===== config.mk =====
export PLATFORM = sky130hd
export DESIGN_NAME = pipe_skid_reg
export DESIGN_NICKNAME = d
export VERILOG_FILES = /design/src/rtl/pipe_skid_reg.sv
export SDC_FILE = /design/constraint.sdc
export NUM_CORES = 1
export LEC_CHECK = 0
export ABC_AREA = 1
export BUFFER_PORTS_ARGS = -buffer_cell sky130_fd_sc_hd__buf_2
export CORE_MARGIN = 1.5
export CORE_UTILIZATION = 40
export CTS_CLUSTER_DIAMETER = 100
export CTS_CLUSTER_SIZE = 16
export DETAILED_ROUTE_END_ITERATION = 6
export PLACE_DENSITY = 0.69
export SYNTH_ARGS = -nofsm -noshare
export SYNTH_HDL_FRONTEND = slang
export SYNTH_SLANG_ARGS = --single-unit

===== constraint.sdc =====
create_clock -name clk -period 6.48 [get_ports clk]
set_input_delay 0.972 -clock clk [delete_from_list [all_inputs] [get_ports clk]]
set_output_delay 0.972 -clock clk [all_outputs]
set_load 0.05 [all_outputs]

===== src/rtl/pipe_skid_reg.sv =====
// pipe_skid_reg: 2-entry elastic pipeline register (main + skid) with flush,
// occupancy report and a saturating downstream-stall counter.
module pipe_skid_reg #(
    parameter int                DATA_W      = 32,
    parameter int                CTRL_W      = 8,
    parameter logic [CTRL_W-1:0] BUBBLE_CTRL = '0,
    parameter int                CNT_W       = 16
) (
    input  logic              clk,
    input  logic              rst,
    input  logic              in_valid,
    output logic              in_ready,
    input  logic [CTRL_W-1:0] in_ctrl,
    input  logic [DATA_W-1:0] in_data,
    input  logic              flush,
    output logic              out_valid,
    input  logic              out_ready,
    output logic [CTRL_W-1:0] out_ctrl,
    output logic [DATA_W-1:0] out_data,
    output logic [1:0]        occupancy,
    output logic [CNT_W-1:0]  stall_cnt
);
    typedef enum logic [1:0] {EMPTY, FULL, SKID} state_t;

    state_t            state, state_nx;
    logic [CTRL_W-1:0] main_ctrl, main_ctrl_nx, skid_ctrl, skid_ctrl_nx;
    logic [DATA_W-1:0] main_data, main_data_nx, skid_data, skid_data_nx;
    logic              in_xfer, out_xfer;

    // Handshake outputs depend on registered state only.
    assign in_ready  = state != SKID;
    assign out_valid = state != EMPTY;
    assign in_xfer   = in_valid & in_ready;
    assign out_xfer  = out_valid & out_ready;
    assign out_ctrl  = main_ctrl;
    assign out_data  = main_data;
    assign occupancy = state == SKID ? 2'd2 : state == FULL ? 2'd1 : 2'd0;

    always_comb begin
        state_nx     = state;
        main_ctrl_nx = main_ctrl;
        main_data_nx = main_data;
        skid_ctrl_nx = skid_ctrl;
        skid_data_nx = skid_data;
        if (flush) begin
            state_nx     = EMPTY;
            main_ctrl_nx = BUBBLE_CTRL;
            main_data_nx = '0;
            skid_ctrl_nx = '0;
            skid_data_nx = '0;
        end else begin
            case (state)
                EMPTY: if (in_xfer) begin
                    state_nx     = FULL;
                    main_ctrl_nx = in_ctrl;
                    main_data_nx = in_data;
                end
                FULL: if (in_xfer && out_xfer) begin
                    main_ctrl_nx = in_ctrl;
                    main_data_nx = in_data;
                end else if (in_xfer) begin
                    state_nx     = SKID;
                    skid_ctrl_nx = in_ctrl;
                    skid_data_nx = in_data;
                end else if (out_xfer) begin
                    state_nx     = EMPTY;
                    main_ctrl_nx = BUBBLE_CTRL;
                    main_data_nx = '0;
                end
                SKID: if (out_xfer) begin
                    state_nx     = FULL;
                    main_ctrl_nx = skid_ctrl;
                    main_data_nx = skid_data;
                    skid_ctrl_nx = '0;
                    skid_data_nx = '0;
                end
                default: state_nx = EMPTY;
            endcase
        end
    end

    always_ff @(posedge clk or posedge rst) begin
        if (rst) begin
            state     <= EMPTY;
            main_ctrl <= BUBBLE_CTRL;
            main_data <= '0;
            skid_ctrl <= '0;
            skid_data <= '0;
        end else begin
            state     <= state_nx;
            main_ctrl <= main_ctrl_nx;
            main_data <= main_data_nx;
            skid_ctrl <= skid_ctrl_nx;
            skid_data <= skid_data_nx;
        end
    end

    // Counts downstream backpressure regardless of flush; sticks at all-ones.
    always_ff @(posedge clk or posedge rst) begin
        if (rst)
            stall_cnt <= '0;
        else if (out_valid && !out_ready && stall_cnt != '1)
            stall_cnt <= stall_cnt + CNT_W'(1);
    end
endmodule


==> impl_metrics.prom <==
# TYPE chip_impl_metric gauge
chip_impl_metric{name="totalPowerFinal",unit="mW"} 2.795
chip_impl_metric{name="cts_repair_resize_count",unit=""} 0
chip_impl_metric{name="fp.dieArea",unit="µm²"} 12650
chip_impl_metric{name="timing.final.crit_period",unit="ns"} 3.024
chip_impl_metric{name="synth-edff-count",unit=""} 0
chip_impl_metric{name="synth-xor-area-share",unit=""} 0.01096
chip_impl_metric{name="leakage",unit="nW"} 3.194
chip_impl_metric{name="post-synth-top-area-fraction",unit=""} 0.5116
chip_impl_metric{name="synth-compound-area-share",unit=""} 0.04907
chip_impl_info{name="postSynth.topFlopCell",value="sky130_fd_sc_hd__dfrtp_1"} 1
chip_impl_metric{name="yosysSeqAreaShare",unit=""} 0.5116
chip_impl_metric{name="power_frac_seq",unit=""} 0.344
chip_impl_metric{name="wirelength",unit="mm"} 12.07
chip_impl_info{name="rsz0062_at_grt",value="no"} 1
chip_impl_metric{name="post_synth_mux_area_share",unit=""} 0
chip_impl_metric{name="syn_area_per_cell",unit="µm²"} 7.165
chip_impl_metric{name="power_density",unit="nW/µm²"} 486.2
chip_impl_metric{name="timing_hold_violations_final",unit=""} 0
chip_impl_metric{name="area_growth_from_synthesis_to_final_layout",unit="%"} 19.94
chip_impl_metric{name="drv_slew",unit=""} 0
chip_impl_metric{name="global_route.overflow_total",unit=""} 0
chip_impl_metric{name="timing.clock.skew",unit="ns"} 0.007158
chip_impl_metric{name="top_level_ports",unit=""} 105
chip_impl_metric{name="clk_transition_reported_paths",unit="ns"} 0.07
chip_impl_metric{name="synth-warning-count",unit=""} 0
chip_impl_metric{name="syn_inst",unit=""} 669
chip_impl_metric{name="dieWidth",unit="µm"} 112.5
chip_impl_metric{name="synthesis.area",unit="µm²"} 4793
chip_impl_metric{name="cts_buffer_depth",unit=""} 2
chip_impl_metric{name="timing.setup.tns",unit="ns"} 0
chip_impl_info{name="worst_hold_path_type",value="reg -> reg"} 1
chip_impl_metric{name="viasPerCell",unit=""} 4.901
chip_impl_metric{name="num_vias",unit=""} 4440
chip_impl_metric{name="grt_max_degree",unit=""} 81
chip_impl_metric{name="power.switching_fraction",unit=""} 0.4760
chip_impl_metric{name="p_switching",unit="mW"} 1.331
chip_impl_metric{name="gr_util_all_layers",unit=""} 0.1983
chip_impl_metric{name="clock_sink_count",unit=""} 98
chip_impl_metric{name="power_frac_comb",unit=""} 0.431
chip_impl_metric{name="grt_pass1_vias",unit=""} 4043
chip_impl_info{name="outcome",value="finished, violations left"} 1
chip_impl_metric{name="antenna_left",unit=""} 0
chip_impl_info{name="yosys-top-cells-area",value="sky130_fd_sc_hd__dfrtp_1, sky130_fd_sc_hd__nand2_1, sky130_fd_sc_hd__o21ai_0"} 1
chip_impl_metric{name="post-cts-setup-buffers",unit=""} 0
chip_impl_metric{name="cellInternalPower",unit="mW"} 1.465
chip_impl_metric{name="synth-adder-area-share",unit=""} 0.01305
chip_impl_metric{name="syn-num-nets",unit=""} 719
chip_impl_metric{name="drt_iter0_markers",unit=""} 336
chip_impl_metric{name="grt_first_pass_wirelength",unit="mm"} 20.09
chip_impl_metric{name="final_worst_path_cycle_share",unit=""} 0.4666
chip_impl_metric{name="placementRows",unit=""} 39
chip_impl_metric{name="fmax",unit="GHz"} 0.3307
chip_impl_metric{name="asyncSetResetFlopFracSynth",unit=""} 1.000
chip_impl_info{name="top_cell_type_by_total_area_after_synthesis",value="sky130_fd_sc_hd__dfrtp_1"} 1
chip_impl_metric{name="finalSetupViolations",unit=""} 0
chip_impl_info{name="timing_worst_setup_path_type",value="reg -> reg"} 1
chip_impl_metric{name="max_slew.worst_pin.slew",unit="ns"} 1.287
chip_impl_metric{name="hold_bufs_at_cts",unit=""} 0
chip_impl_metric{name="core_box_area",unit="µm²"} 11560
chip_impl_metric{name="first_pass_iters",unit=""} 6
chip_impl_metric{name="effective_utilization_at_floorplan",unit=""} 0.4145
chip_impl_info{name="critPathCaptureType",value="flip-flop"} 1
chip_impl_metric{name="worst_ep_arrival_time",unit="ns"} 3.31
chip_impl_info{name="violations",value="design-rule violations"} 1
chip_impl_metric{name="antennaDiodeCount",unit=""} 0
chip_impl_metric{name="n_fill_cell",unit=""} 1150
chip_impl_metric{name="avgRoutedWirePerCell",unit="µm"} 13.32
chip_impl_info{name="cts_tree",value="yes"} 1
chip_impl_metric{name="slew_headroom",unit=""} 0.1410
chip_impl_metric{name="post_synth_and_or_nand_nor_area_fraction",unit=""} 0.3691
chip_impl_metric{name="place_hpwl",unit="mm"} 8.094
chip_impl_metric{name="drt_drc_violations_left",unit=""} 9
chip_impl_info{name="synth.cells.most_frequent",value="sky130_fd_sc_hd__nand2_1, sky130_fd_sc_hd__dfrtp_1, sky130_fd_sc_hd__o21ai_0"} 1
chip_impl_metric{name="final_net_count",unit=""} 808
chip_impl_info{name="synth.most_common_cell",value="sky130_fd_sc_hd__nand2_1"} 1
chip_impl_metric{name="cts-buffers-inserted",unit=""} 9
chip_impl_metric{name="die-height",unit="µm"} 112.5
chip_impl_info{name="synth_top_family_by_area",value="simple AND/OR/NAND/NOR gates"} 1
chip_impl_metric{name="clockPowerShare",unit=""} 0.225
chip_impl_metric{name="clk-insertion-delay-late",unit="ns"} 0.35
chip_impl_metric{name="cts-htree-levels",unit=""} 3
chip_impl_metric{name="share_of_layout_cells_above_drive_strength_1",unit=""} 0.1743
chip_impl_metric{name="worst-endpoint-required",unit="ns"} 6.77
chip_impl_metric{name="yosys.cell_types.count",unit=""} 17
chip_impl_info{name="cts_root_buffer",value="sky130_fd_sc_hd__clkbuf_16"} 1
chip_impl_info{name="start_kind",value="flip-flop"} 1
chip_impl_metric{name="finalWeightedCongestion",unit=""} 0.8561
chip_impl_metric{name="critPathMaxFanout",unit=""} 42
chip_impl_metric{name="synth-seq-cells",unit=""} 98
chip_impl_metric{name="antenna_found_initial",unit=""} 0
chip_impl_metric{name="ir_drop",unit="µV"} 270.4
chip_impl_metric{name="io_buffer_count",unit=""} 104
chip_impl_metric{name="cap_violations",unit=""} 0
## stage by stage
stage	std cells	area (µm²)	hold slack (ns)	utilization	setup slack, ns
finish	906	5749	0.4778	0.4971	3.456
global route	906	5749	0.4928	0.4971	3.194
CTS	906	5749	0.4793	0.4971	3.467
detailed placement	890	5401	0.4599	0.4671	3.097
global placement	890	5401	0.4625	0.4671	3.208
floorplan	669	4793	0.4534	-	2.946
## worst paths after layout
| kind | start | end | cells after the start | slack (ns) |
|---|---|---|---|---|
| hold / removal | out_data[22] | out_data[22] | 2 | 0.48 |
| setup / recovery | state[0] | out_data[6] | 9 | 3.46 |
| min in group asynchronous | rst | state[0] | 2 | 0.60 |
| max in group asynchronous | rst | out_data[10] | 3 | 4.65 |
| setup reg to reg | state[0] | out_data[6] | 9 | 3.46 |
| hold reg to reg | out_data[22] | out_data[22] | 2 | 0.48 |
## cells in the final DEF (no fill, tap or decap)
| cell type | synthesis | routed |
|---|---|---|
| sky130_fd_sc_hd__nand2_1 | 414 | 414 |
| sky130_fd_sc_hd__buf_2 | 12 | 104 |
| sky130_fd_sc_hd__dfrtp_1 | 98 | 98 |
| sky130_fd_sc_hd__o21ai_0 | 47 | 47 |
| sky130_fd_sc_hd__nor2_1 | 27 | 25 |
| sky130_fd_sc_hd__inv_1 | 19 | 18 |
| sky130_fd_sc_hd__nand3_1 | 9 | 9 |
| sky130_fd_sc_hd__clkbuf_16 | 0 | 9 |
| sky130_fd_sc_hd__nand4_1 | 8 | 8 |
| sky130_fd_sc_hd__xnor2_1 | 6 | 6 |
| sky130_fd_sc_hd__ha_1 | 5 | 5 |
| sky130_fd_sc_hd__buf_4 | 1 | 4 |
| sky130_fd_sc_hd__inv_2 | 3 | 3 |
| sky130_fd_sc_hd__bufinv_16 | 0 | 3 |
| sky130_fd_sc_hd__nor2_4 | 0 | 2 |
| sky130_fd_sc_hd__clkinvlp_4 | 0 | 2 |
| sky130_fd_sc_hd__inv_6 | 0 | 2 |
| sky130_fd_sc_hd__nor2_2 | 1 | 1 |
| sky130_fd_sc_hd__nand2_2 | 1 | 1 |
| sky130_fd_sc_hd__inv_4 | 0 | 1 |
| sky130_fd_sc_hd__or2_2 | 1 | 1 |
## routing by layer
metal	global-route usage	vias to the layer above	routed length, µm
met5	0	-	0
met4	0.06076	0	170
met3	0.04428	19	612
met2	0.3112	112	5506
met1	0.2761	2086	5781
li1	-	2223	-
## kinds of logic after synthesis
group / Yosys count
fa+ha+maj: 5
buf+inv: 52
compound gates: 47
simple gates: 461
flops: 98
xor+xnor: 6
## worst max-delay path: stages, from the launching register on
cell and delay (ns):
sky130_fd_sc_hd__dfrtp_1 0.41, sky130_fd_sc_hd__inv_1 0.12, sky130_fd_sc_hd__ha_1 0.28, sky130_fd_sc_hd__nor2_4 0.22, sky130_fd_sc_hd__nand2_1 0.11, sky130_fd_sc_hd__nand4_1 0.38, sky130_fd_sc_hd__buf_4 0.42, sky130_fd_sc_hd__nor2_4 0.73
sky130_fd_sc_hd__nand2_1 0.15, sky130_fd_sc_hd__nand2_1 0.10
## state kept, by name, indices dropped and copies added, names as in the netlist
register and cells:
skid_ctrl 8, state 2, out_data 32, out_ctrl 8, stall_cnt 16, skid_data 32
## area by class of cell
class                      count  area, µm²  area share
clock buffer                   9      225.2     0.03917
timing repair buffer         108      550.5     0.09576
multi-input combinational    519       2135      0.3713
sequential                    98       2452      0.4266
clock inverter                 7      122.6     0.02133
inverter                      22      85.08     0.01480
tap                          143      178.9     0.03112
## power groups by stage
stage | Sequential, mW | Combinational (mW) | Clock [mW]
floorplan | 1.37 | 0.506 | 0
global placement | 0.960 | 1.19 | 0
detailed placement | 0.966 | 1.21 | 0
CTS | 0.960 | 1.22 | 0.636
global route | 0.987 | 1.32 | 0.658
finish | 0.962 | 1.21 | 0.628
Note: power is estimated with default switching activity, not from simulation.
